**src/rtl/serial_addsub.sv**
```systemverilog
// Digit-serial adder/subtractor.
// Operands are consumed DIGIT bits per clock, least-significant digit first,
// with the carry held in a register between digits. A start/busy/done
// handshake frames each operation; results hold until the next done.

module serial_addsub #(
   parameter int WIDTH = 8,
   parameter int DIGIT = 1
) (
   input  logic             clk,
   input  logic             rst,
   input  logic             start,
   input  logic [WIDTH-1:0] a,
   input  logic [WIDTH-1:0] b,
   input  logic             cin,
   input  logic             sub,
   output logic             busy,
   output logic             done,
   output logic [WIDTH-1:0] sum,
   output logic             carry,
   output logic             overflow
);

   localparam int N  = WIDTH / DIGIT;
   localparam int CW = (N > 1) ? $clog2(N) : 1;
   localparam logic [CW-1:0] LAST = CW'(N - 1);

   typedef enum logic {
      IDLE,
      RUN
   } state_t;

   state_t           state_q, state_d;
   logic [CW-1:0]    cnt_q, cnt_d;
   logic [WIDTH-1:0] opA_q, opA_d;
   logic [WIDTH-1:0] opB_q, opB_d;
   logic             c_q, c_d;
   logic [WIDTH-1:0] res_q, res_d;
   logic [WIDTH-1:0] sum_q, sum_d;
   logic             carry_q, carry_d;
   logic             ovf_q, ovf_d;
   logic             done_q, done_d;

   logic [DIGIT-1:0] aDig, bDig, digSum;
   logic             digCout;
   logic             msbCarryIn;
   logic [WIDTH-1:0] aShift, bShift, resNext;

   // One DIGIT-bit ripple slice; the carry into its top bit is recovered from a^b^s
   always_comb begin
      aDig       = opA_q[DIGIT-1:0];
      bDig       = opB_q[DIGIT-1:0];
      {digCout, digSum} = {1'b0, aDig} + {1'b0, bDig} + (DIGIT+1)'(c_q);
      msbCarryIn = aDig[DIGIT-1] ^ bDig[DIGIT-1] ^ digSum[DIGIT-1];
   end

   // Operand and result shifting; a single-digit build has nothing left to shift
   if (DIGIT == WIDTH) begin : gSingle
      assign aShift  = '0;
      assign bShift  = '0;
      assign resNext = digSum;
   end else begin : gMulti
      assign aShift  = {{DIGIT{1'b0}}, opA_q[WIDTH-1:DIGIT]};
      assign bShift  = {{DIGIT{1'b0}}, opB_q[WIDTH-1:DIGIT]};
      assign resNext = {digSum, res_q[WIDTH-1:DIGIT]};
   end

   // Next-state logic: capture on accepted start, step one digit per cycle in RUN
   always_comb begin
      state_d = state_q;
      cnt_d   = cnt_q;
      opA_d   = opA_q;
      opB_d   = opB_q;
      c_d     = c_q;
      res_d   = res_q;
      sum_d   = sum_q;
      carry_d = carry_q;
      ovf_d   = ovf_q;
      done_d  = 1'b0;
      unique case (state_q)
         IDLE: begin
            if (start) begin
               opA_d   = a;
               opB_d   = sub ? ~b : b;
               c_d     = sub ? 1'b1 : cin;
               cnt_d   = '0;
               res_d   = '0;
               state_d = RUN;
            end
         end
         RUN: begin
            opA_d = aShift;
            opB_d = bShift;
            c_d   = digCout;
            res_d = resNext;
            cnt_d = cnt_q + 1'b1;
            if (cnt_q == LAST) begin
               sum_d   = resNext;
               carry_d = digCout;
               ovf_d   = msbCarryIn ^ digCout;
               done_d  = 1'b1;
               state_d = IDLE;
            end
         end
         default: state_d = IDLE;
      endcase
   end

   // State and datapath registers with synchronous reset that aborts any operation
   always_ff @(posedge clk) begin
      if (rst) begin
         state_q <= IDLE;
         cnt_q   <= '0;
         opA_q   <= '0;
         opB_q   <= '0;
         c_q     <= 1'b0;
         res_q   <= '0;
         sum_q   <= '0;
         carry_q <= 1'b0;
         ovf_q   <= 1'b0;
         done_q  <= 1'b0;
      end else begin
         state_q <= state_d;
         cnt_q   <= cnt_d;
         opA_q   <= opA_d;
         opB_q   <= opB_d;
         c_q     <= c_d;
         res_q   <= res_d;
         sum_q   <= sum_d;
         carry_q <= carry_d;
         ovf_q   <= ovf_d;
         done_q  <= done_d;
      end
   end

   assign busy     = (state_q == RUN);
   assign done     = done_q;
   assign sum      = sum_q;
   assign carry    = carry_q;
   assign overflow = ovf_q;

endmodule

```
**config.mk**
```make
export PLATFORM = sky130hd
export DESIGN_NAME = serial_addsub
export DESIGN_NICKNAME = d
export VERILOG_FILES = /design/src/rtl/serial_addsub.sv
export SDC_FILE = /design/constraint.sdc
export NUM_CORES = 1
export LEC_CHECK = 0
export ABC_AREA = 1
export CAP_MARGIN = 30
export CORE_MARGIN = 8
export CORE_UTILIZATION = 40
export DETAILED_ROUTE_END_ITERATION = 16
export DONT_BUFFER_PORTS = 1
export GPL_TIMING_DRIVEN = 0
export PLACE_DENSITY_LB_ADDON = 0.15
export SYNTH_ARGS = -nofsm -noshare
export SYNTH_HDL_FRONTEND = slang
export SYNTH_SLANG_ARGS = --single-unit
```
**constraint.sdc**
```tcl
create_clock -name clk -period 1.5 [get_ports clk]
set_input_delay 0.15 -clock clk [delete_from_list [all_inputs] [get_ports clk]]
set_output_delay 0.15 -clock clk [all_outputs]
set_load 0.01 [all_outputs]
```
==> qor.txt <==
First-pass GRT wire length: 6130 um
Slew @ Worst Pin: 0.279 ns
Delay of the slowest critical-path stage: 0.61 ns
Core Region: 4350 sq um
Final min period: 1.38 ns
Syn_area_per_cell: 7.32 sq um
Slowest cell on the critical path: fa_2
Sequential share of the synthesized area: 43.2%
Total die area: 6930 sq um
Ys flop type: dfxtp_1
Fmax: 723 MHz
Initial DRC Count: 45
All-Layer GR Usage: 10.7%
CP Launch Type: register
Largest net degree at the start of global routing: 12
CP Capture Type: register
Fin nets: 280
Synth top area share: 43.2%
Setup Total Neg Slack: 0 ns
Worst Path Max Fanout: 5
CP Buf/Inv Count: 0
Power density cells: 1010 nW/um^2
Slew margin rel.: 81.4%
Synthesized cell area: 1810 sq um
Via count: 1398
Post-route ant nets: 0
Area Growth Syn to Fin: 9.48%
Diodes inserted: 0
CTS Buf Count: 5
Clock-pin transition on the worst setup and hold timing paths: 0.07 ns
Most common cell in the netlist: nand2_1
Grt ovf: 0
Post-synth top area cell: dfxtp_1
Detailed-route wire length per cell: 11.4 um
CTS tree: yes
Worst EP arrival: 1.57 ns
Leak: 0.962 nW
RSZ-0062 raised after global routing: false
Post-synth EDFFs: 0
VDD IR max: 0.456 mV
Grt peak-use layer: met2
Commonest cells post-synth: nand2_1 (120), dfxtp_1 (39), inv_1 (22), a21oi_1 (14), nand3_1 (8)
CP top delay family: adder cells
Met1 Usage GRT: 12.0%
Yosys Warn Count: 0
Final GP Congestion: 0.692
# IOs: 33
IO Port Bufs: 0
Fin. Hold Viols: 0
Clock latency on the worst-skew pair: 0.29 ns
Max Cap Viol: 0
Async SR Flop Fraction: 0%
Post-DP HPWL: 2500 um
CTS Buffer Depth: 2
Die Y: 83.2 um
H-tree Lvls: 2
Synth area leaders: dfxtp_1 (43%), nand2_1 (25%), inv_1 (4.6%)
Met2 Usage GRT: 16.6%
Layout cell share with drive strength beyond 1: 13.2%
Mapped Nets: 271
Distinct cells, synth: 26
Met3 Use GR: 4.69%
Synth Instances: 247
First drt pass iteration count: 4
Number of global-route vias before repair: 1366
Root buffer cell: clkbuf_8
WL final: 3520 um
Final Cycle Share: 92.3%
Starting density of the core: 41.5%
Vias per cell: 4.52
Kind of critical path: reg2reg
Critical Path RT: 1.69 ns
Drt drc: 0
Chip Width: 83.2 um
Cell total after placement: 299
Hold WC Path Type: in2reg
Antenna violations before repair: 0
Site Rows: 24
CTS Sinks: 39
Synth Register Bits: 39
Slew Viols, Final: 0
Final setup viols: 0
Fin cells: 309
Outcome: complete, no violations
Worst-path cell chain: fa_2 -> nor2_1 -> nor2_1 -> nand2_1 -> nand3_1 -> nand2_1
Clock skew: 0.00229 ns
## stage by stage
step / utilization (%) / worst slack (ns) / area [sq um] / power [W] / hold slack [ns]
finish: 45.5 / 0.116 / 1980 / 0.00201 / 0.0558
global route: 45.5 / 0.0294 / 1980 / 0.00211 / 0.0570
CTS: 45.3 / 0.0526 / 1970 / 0.00204 / 0.0470
detailed placement: 43.0 / 0.0660 / 1870 / 0.00135 / 0.254
global placement: 43.0 / 0.103 / 1870 / 0.00135 / 0.255
floorplan: - / 0.185 / 1810 / 0.00130 / 0.238
## final cells by class
type	instances	area (sq um)
Fill cell	462	2370
Multi-Input combinational cell	174	847
Sequential cell	39	783
Inverter	25	93.8
Buffer	9	88.8
Clock buffer	7	76.3
Tap cell	52	65.1
Timing Repair Buffer	2	20.0
Clock inverter	1	5.00
## worst min-delay path, stage by stage
cell and delay [ns]:
nand2_1 0.03, nand3_1 0.05, nand2_1 0.04, inv_1 0.04
## kinds of logic (layout without fill, tap and decap cells)
group / after synthesis / in the layout / synth area share [%]
AND/OR/NAND/NOR: 139 / 139 / 32.5
adder cells (fa/ha/maj): 3 / 3 / 2.49
buffers and inverters: 34 / 44 / 10.1
flip-flops: 39 / 39 / 43.2
AO/OA/AOI/OAI: 32 / 32 / 11.7
## power breakdown
| group | switching, W | internal [W] | leakage (nW) |
|---|---|---|---|
| sequential | 0.0000252 | 0.00107 | 0.318 |
| clock | 0.000348 | 0.000326 | 0.0422 |
| combinational | 0.000138 | 0.0000964 | 0.602 |
| total | 0.000511 | 0.00149 | 0.962 |
## final timing paths
kind	slack (ns)	startpoint	cells after the start	endpoint
max	0.12	opA_q[0]$_SDFFE_PP0P_	6	overflow$_SDFFE_PP0P_
min	0.06	a[0]	4	opA_q[0]$_SDFFE_PP0P_
max reg2reg	0.12	opA_q[0]$_SDFFE_PP0P_	6	overflow$_SDFFE_PP0P_
min reg2reg	0.46	res_q[1]$_SDFFE_PP0P_	2	sum[0]$_SDFFE_PP0P_
## registers in the layout, summed over array words and instances (netlist names)
name and cells:
res_q 7, busy 1, overflow 1, c_q 1, opB_q 8, cnt_q 3
sum 8, done 1, opA_q 8, carry 1
## repair_timing
item	CTS	global route
endpoints found under the hold margin	2	0
buffers inserted	0	0
gates resized for setup	0	3
hold buffers	2	0
setup endpoints to repair	0	1
## placed cells by master (no fill, tap or decap)
| cell | Yosys | routed |
|---|---|---|
| or2_2 | 1 | 1 |
| buf_6 | 1 | 1 |
| dfxtp_2 | 0 | 2 |
| dfxtp_1 | 39 | 37 |
| buf_12 | 1 | 1 |
| o21ai_2 | 2 | 2 |
| o21ai_0 | 1 | 1 |
| nor2_8 | 2 | 2 |
| dlygate4sd3_1 | 0 | 2 |
| o21ai_1 | 1 | 1 |
| fa_2 | 0 | 1 |
| buf_2 | 1 | 1 |
| buf_4 | 5 | 5 |
| nand2_4 | 1 | 1 |
| clkinv_2 | 0 | 1 |
| ha_1 | 2 | 2 |
| nor2_1 | 5 | 5 |
| a21oi_1 | 14 | 14 |
| o211a_1 | 1 | 1 |
| nor2_4 | 1 | 1 |
| nand2_1 | 120 | 120 |
| buf_8 | 1 | 1 |
| a21boi_1 | 2 | 2 |
| a21oi_2 | 5 | 5 |
| nand3_2 | 1 | 1 |
| inv_2 | 3 | 3 |
| nand3_1 | 8 | 8 |
| inv_1 | 22 | 22 |
| clkbuf_1 | 0 | 2 |
| clkbuf_8 | 0 | 5 |
| a21boi_0 | 6 | 6 |
## metal layers
metal	share of wire [%]	up-vias
met5	0	-
met4	2.2	0
met3	7.0	5
met2	43	28
met1	48	590
li1	-	775
(Power assumes the default switching activity.)
